**src/rtl/reg_dump_reader.sv**
```systemverilog
// Streams a contiguous range of register-file words out as bytes, optionally
// preceded by the register index, over a valid/ready byte interface.
//
// state     | meaning
// ----------|------------------------------------------------------------
// IDLE      | waiting for start_i; rf_addr_o parked at 0
// FETCH     | one cycle: capture rf_data_i for cur_idx into the word register
// SEND_IDX  | present {3'b000, cur_idx} until accepted
// SEND_DATA | present byte k of the captured word (LSB first) until accepted
// DONE      | one-cycle done_o pulse, then back to IDLE
module reg_dump_reader #(
    parameter int unsigned SEND_INDEX = 1
) (
    input  logic        clk_i,
    input  logic        rst_n_i,
    input  logic        start_i,
    input  logic [4:0]  first_i,
    input  logic [4:0]  last_i,
    output logic [5:0]  rf_addr_o,
    input  logic [31:0] rf_data_i,
    output logic [7:0]  tx_data_o,
    output logic        tx_valid_o,
    input  logic        tx_ready_i,
    output logic        busy_o,
    output logic        done_o
);

    typedef enum logic [2:0] {
        S_IDLE      = 3'd0,
        S_FETCH     = 3'd1,
        S_SEND_IDX  = 3'd2,
        S_SEND_DATA = 3'd3,
        S_DONE      = 3'd4
    } state_t;

    state_t      state_q,   state_d;
    logic [4:0]  cur_idx_q, cur_idx_d;
    logic [4:0]  end_idx_q, end_idx_d;
    logic [1:0]  k_q,       k_d;
    logic [31:0] word_q,    word_d;
    logic [7:0]  data_byte;

    always_ff @(posedge clk_i or negedge rst_n_i) begin
        if (!rst_n_i) begin
            state_q   <= S_IDLE;
            cur_idx_q <= 5'd0;
            end_idx_q <= 5'd0;
            k_q       <= 2'd0;
            word_q    <= 32'd0;
        end else begin
            state_q   <= state_d;
            cur_idx_q <= cur_idx_d;
            end_idx_q <= end_idx_d;
            k_q       <= k_d;
            word_q    <= word_d;
        end
    end

    always_comb begin
        data_byte = 8'd0;
        case (k_q)
            2'd0:    data_byte = word_q[7:0];
            2'd1:    data_byte = word_q[15:8];
            2'd2:    data_byte = word_q[23:16];
            default: data_byte = word_q[31:24];
        endcase
    end

    always_comb begin
        state_d    = state_q;
        cur_idx_d  = cur_idx_q;
        end_idx_d  = end_idx_q;
        k_d        = k_q;
        word_d     = word_q;
        tx_valid_o = 1'b0;
        tx_data_o  = 8'd0;
        done_o     = 1'b0;
        busy_o     = (state_q != S_IDLE);
        rf_addr_o  = (state_q == S_IDLE) ? 6'd0 : {1'b0, cur_idx_q};

        case (state_q)
            S_IDLE: begin
                if (start_i) begin
                    if (first_i <= last_i) begin
                        cur_idx_d = first_i;
                        end_idx_d = last_i;
                        state_d   = S_FETCH;
                    end else begin
                        state_d = S_DONE;
                    end
                end
            end
            S_FETCH: begin
                // The word is frozen here so later register writes cannot
                // tear a partially sent value.
                word_d  = rf_data_i;
                k_d     = 2'd0;
                state_d = (SEND_INDEX != 0) ? S_SEND_IDX : S_SEND_DATA;
            end
            S_SEND_IDX: begin
                tx_valid_o = 1'b1;
                tx_data_o  = {3'b000, cur_idx_q};
                if (tx_ready_i) begin
                    k_d     = 2'd0;
                    state_d = S_SEND_DATA;
                end
            end
            S_SEND_DATA: begin
                tx_valid_o = 1'b1;
                tx_data_o  = data_byte;
                if (tx_ready_i) begin
                    k_d = k_q + 2'd1;
                    if (k_q == 2'd3) begin
                        // Equality, not '>', so a range ending at 31 stops
                        // instead of wrapping back to index 0.
                        if (cur_idx_q == end_idx_q) begin
                            state_d = S_DONE;
                        end else begin
                            cur_idx_d = cur_idx_q + 5'd1;
                            state_d   = S_FETCH;
                        end
                    end
                end
            end
            S_DONE: begin
                done_o  = 1'b1;
                state_d = S_IDLE;
            end
            default: begin
                state_d = S_IDLE;
            end
        endcase
    end

endmodule

```
**config.mk**
```make
export PLATFORM = sky130hd
export DESIGN_NAME = reg_dump_reader
export DESIGN_NICKNAME = d
export VERILOG_FILES = /design/src/rtl/reg_dump_reader.sv
export SDC_FILE = /design/constraint.sdc
export NUM_CORES = 1
export LEC_CHECK = 0
export BUFFER_PORTS_ARGS = -buffer_cell sky130_fd_sc_hd__buf_4
export CORE_MARGIN = 2
export CORE_UTILIZATION = 50
export CTS_CLUSTER_DIAMETER = 200
export CTS_CLUSTER_SIZE = 25
export DETAILED_ROUTE_END_ITERATION = 10
export PLACE_DENSITY = 0.82
export SLEW_MARGIN = 20
export SYNTH_ARGS = -nofsm -noshare
export SYNTH_HDL_FRONTEND = slang
export SYNTH_SLANG_ARGS = --single-unit
```
**constraint.sdc**
```tcl
create_clock -name clk_i -period 1.8 [get_ports clk_i]
set_clock_uncertainty 0.15 [all_clocks]
set_input_delay 0.09 -clock clk_i [delete_from_list [all_inputs] [get_ports clk_i]]
set_output_delay 0.09 -clock clk_i [all_outputs]
set_load 0.005 [all_outputs]
```
---- Word level (Yosys, flattened, before mapping) ----
Index checks and enable logic that the tools add are counted.
storage, ports and cells
  bits in read-only memories .............. 0
  word-level logic and storage cells ...... 53
  latch bits .............................. 0
  memories kept ........................... 0
  output and inout port bits .............. 17
  flip-flop bits (word level) ............. 47
  bits in writable memories ............... 0
  bits of input ports ..................... 46
operators by class
  div/mod/pow operators ................... 0
  order comparisons ....................... 1
  reduce and logical (&&, ||, !) cells .... 10
  add/subtract/negate cells ............... 2
  multiply operators ...................... 0
  eq/ne operators ......................... 14
  shift-type cells ........................ 0
  mux-type cells .......................... 21
  bitwise logic cells ..................... 0
operators by type and width
  cell                                                 number
  2-to-1 mux 5 bit                                     6
  one-hot mux 8 bit (3 select lines)                   1
  2-to-1 mux 3 bit                                     6
  one-hot mux 8 bit (2 select lines)                   1
  one-hot mux 3 bit (4 select lines)                   1
  inequality test 2 bit, second input constant         5
  one-hot mux 5 bit (2 select lines)                   1
  equality test 3 x 2 -> 1 bit, second input constant  2
  one-hot mux 2 bit (3 select lines)                   1
  AND reduction 3 bit                                  2
  AND reduction 6 bit                                  1
  nonzero test 3 bit                                   2
  adder 5 x 1 -> 5 bit, second input constant          1
  equality test 5 bit                                  1
  <= comparator 5 bit                                  1
  equality test 2 bit, second input constant           2
  2-to-1 mux 2 bit                                     2
  AND reduction 4 bit                                  1
  equality test 3 x 1 -> 1 bit, second input constant  1
  equality test 3 bit, second input constant           1
  logical NOT 3 bit                                    1
  adder 2 x 1 -> 2 bit, second input constant          1
  equality test 2 x 1 -> 1 bit, second input constant  1
  logical NOT 2 bit                                    1
  4 further kinds                                      5

---- Depth between registers and ports, before layout ----
  depth after elaboration ................. 5
  gate-level depth with buffers ........... 7

---- Worst setup path after synthesis ----
No wires, ideal clock.
  path type ............................... input port to flip-flop
  start point ............................. input port last_i[4]
  end point ............................... register end_idx_q[0]
  arrival ................................. 1415 ps
  cell stages on the path ................. 7
  slack ................................... 108 ps
  path buffers ............................ 0
  cells stage by stage .................... inv_1 > ha_1 > and3_1 > o21ai_1 > a21oi_1 > nor2_2 > mux2_1
on the way
  longest elaborated chain between the ends .. 2
ends and longest elaborated chain
  element                        RTL line  source
  start, declared                18        input logic [4:0] last_i,
  <= comparator 5 bit            84        if (first_i <= last_i) begin
  AND reduction 3 bit (no line)  -
  end signal, assigned           53        end_idx_q <= end_idx_d;
  end, declared                  38        logic [4:0] end_idx_q, end_idx_d;
Every way passes these cells.
A chain may end at the register's enable or synchronous reset.

---- Worst setup path after layout ----
  start point ............................. register k_q[1]
  end point ............................... output port tx_data_o[5]
on the way
  longest elaborated chain between the ends .. 3
ends and longest elaborated chain
  element                                            RTL line  source
  start, declared                                    39        logic [1:0] k_q, k_d;
  start signal, assigned                             54        k_q <= k_d;
  equality test 2 bit, or another cell as far along  61        case (k_q)
  one-hot mux 8 bit (3 select lines) (*)             61
  one-hot mux 8 bit (2 select lines) (*)             81        case (state_q)
  end, declared                                      21        output logic [7:0] tx_data_o,
Every way passes the cells marked *; elsewhere a longest branch is shown, timed or not.

==> flow_summary.ini <==
[run_status]
outcome = finished, violations left
violations = negative setup slack

[placed_design]
portBuffers = 61
place_ws_ns = -0.124
hpwl_um = 4560
dp_cells = 374
gp_congestion = 1.01

[worst_setup_path]
crit_start = k_q[1]$_DFFE_PN0P_
critPathKind = flip-flop to primary output
critical_path.startpoint_type = flip-flop
reg2reg_from = state_q[0]$_DFFE_PN0P_
cp_max_fo = 8
cp.required_ns = 1.56
setup.worst_path.end_class = primary output
arrival_ns = 2.04

[layout]
filler_cell_count = 292
seq_area_mm2 = 0.00118
area_growth_pct = 56.1
nNetsFinal = 415
antennaDiodeCount = 0
drive_gt1_frac = 0.408
multi_input_area_mm2 = 0.00141
stdcell_count = 427

[detailed_routing]
routedLengthMet1_um = 2920
wl_met3_um = 546
postRouteAntennaNets = 0
vias = 2462
drt_pass1_iterations = 5
drtIter0Drc = 197
drt_wl_total_um = 8030
wire_per_inst_um = 18.8
viasPerCell = 5.77
topRoutingLayerUsed = met4
drc = 0
routed-wl-met2_um = 4200

[global_routing]
grt_pass1_vias = 2573
grt_overflow = 0
grt_max_degree = 48
antenna_found_initial = 0
grt.total_usage = 0.288
grt_pass1_wl_um = 12100

[pwr]
powerDensity_mw_per_mm2 = 1500
leakage_uw = 0.00182
power_uw = 5950
peakVddDrop_uv = 1040

[logic_synthesis]
yosysWarnings = 0
yosys-top-cells-area = dfrtp_1, mux2_1, ha_1, a222oi_1, nor2_1
synth_cell_type_count = 42
yosysSeqAreaShare = 0.462
syn_nets = 285
synth_top_area_frac = 0.462
synth.cell_area_mm2 = 0.00255
ys_ff_latch = 47
syn_inst = 229
synth_top_cell_by_area = dfrtp_1
avgSynthCellArea_um2 = 11.1

[clock_tree]
path_clk_slew_ns = 0.09
cts-root-buf = clkbuf_8
clock-sinks = 47
clockBufferDepth = 2
clkLatencyLatePin_ns = 0.30
cts_tree = built
cts_htree_levels = 2
cts_buffers = 5

[sta]
fin_crit_ns = 2.28
rsz0062_at_grt = true
fmax_ghz = 0.439
relSlewSlack = 0.606
fin_setup_tns_ns = -2.99
tightest_slew_ns = 0.592
final_hold_viol_count = 0
fin_crit_sh = 1.27
setup_viol = 17
finalMaxSlewViolations = 0
fin_ws_ns = -0.479

[min_path]
worstHoldPathType = input port to flip-flop
worstHoldStart = tx_ready_i

[die]
start_util = 0.529
ios = 63
die_h_um = 75.4
row_count = 25
die-area_mm2 = 0.00568
core-area_mm2 = 0.00482
dieWidth_um = 75.4

[flow_run]
drv_cap = 0
[metal layers]
layer | up-vias | track usage
li1 | 1088 | -
met1 | 1191 | 0.336
met2 | 145 | 0.514
met3 | 38 | 0.0582
met4 | 0 | 0.125
met5 | - | 0
[cell usage in the layout (no fill, tap or decap), types with 7 or more instances in the layout]
master / count
mux2_1: 32
buf_6: 11
buf_4: 84
nor2_1: 14
a21oi_1: 9
dlygate4sd3_1: 40
dfrtp_1: 43
inv_1: 7
nand2_1: 12
a222oi_1: 8
[cells in the mapped netlist]
cell	number
a21oi_1	11
nand2b_1	1
o22ai_1	5
a211oi_1	5
nor2b_1	3
and2_4	1
buf_1	1
nor2_1	16
and3_1	1
nand2_1	13
nand3_1	3
nand4_1	1
and2_1	5
buf_4	1
nor2_2	1
a2111oi_2	1
nor3_1	1
or3_1	1
buf_2	5
o2bb2ai_1	1
a2bb2oi_1	4
ha_1	10
inv_2	2
a222oi_1	8
a211oi_4	1
and3_4	1
xnor2_1	5
o21ai_1	7
buf_6	3
or2_1	1
clkbuf_1	3
a22o_1	2
dfrtp_1	47
nor3_4	1
mux2_1	37
a21oi_2	1
nor3_2	1
o2111ai_1	2
o21ai_0	4
a21o_1	2
conb_1	1
inv_1	9
[power breakdown]
part	leakage [uW]	total, uW	switching, uW	internal, uW
Sequential	0.000573	1930	382	1550
Combinational	0.00120	3390	1600	1790
Clock	0.0000412	638	366	272
Total	0.00182	5950	2350	3610
[kinds of logic (layout without fill, tap and decap cells)]
family / after synthesis / in the layout / synth area share
compound gates: 54 / 54 / 0.156
simple gates: 51 / 51 / 0.103
flops: 47 / 47 / 0.462
mux: 37 / 37 / 0.164
buf+inv: 24 / 155 / 0.0481
fa+ha+maj: 10 / 10 / 0.0491
xor+xnor: 5 / 5 / 0.0172
other cells: 1 / 1 / 0.00147
[final timing paths]
kind                                            endpoint  slack [ns]  depth (start not counted)
worst max-delay path                        tx_data_o[5]       -0.48                          7
max in group asynchronous             k_q[1]$_DFFE_PN0P_        0.88                          2
worst max register to register  cur_idx_q[1]$_DFFE_PN0P_       -0.07                          7
worst min register to register     word_q[0]$_DFFE_PN0P_        0.35                          1
min in group asynchronous       cur_idx_q[4]$_DFFE_PN0P_        0.19                          2
worst min-delay path              state_q[2]$_DFFE_PN0P_        0.03                          4
[per-stage QoR]
stage	utilization	hold slack (ns)	cell area (um^2)
3_5_place_dp	0.675	-0.0103	3250
4_1_cts	0.789	0.0440	3800
5_1_grt	0.825	0.0391	3980
6_report	0.825	0.0325	3980
2_1_floorplan	-	-0.356	2550
3_3_place_gp	0.675	-0.0157	3250
[repair_timing]
action                                  in CTS  in global routing
hold buffers                                40                  0
setup buffers                                2                  3
gates cloned                                 0                  0
hold endpoints to repair                    86                  0
resized for setup                           11                 42
pin swaps                                    5                 21
endpoints found under the setup margin      12                 24
[final cells by class]
| type | instances | share of cell area |
|---|---|---|
| Multi-Input combinational cell | 158 | 0.355 |
| Timing Repair Buffer | 136 | 0.295 |
| Clock buffer | 6 | 0.0183 |
| Sequential cell | 47 | 0.297 |
| Tap cell | 67 | 0.0211 |
| Inverter | 11 | 0.0104 |
| Clock inverter | 2 | 0.00315 |
[critical path: stages (launching register included)]
cell,delay [ns]
dfrtp_2,0.44
buf_6,0.13
ha_4,0.19
a222oi_1,0.50
nor2_1,0.09
a21oi_1,0.17
nor2_1,0.08
buf_4,0.14
[registers in the layout (all words and copies together), names as in the netlist]
name / flops
state_q: 3
word_q: 32
k_q: 2
end_idx_q: 5
cur_idx_q: 5
No activity file was read; power rests on OpenSTA's default activity.
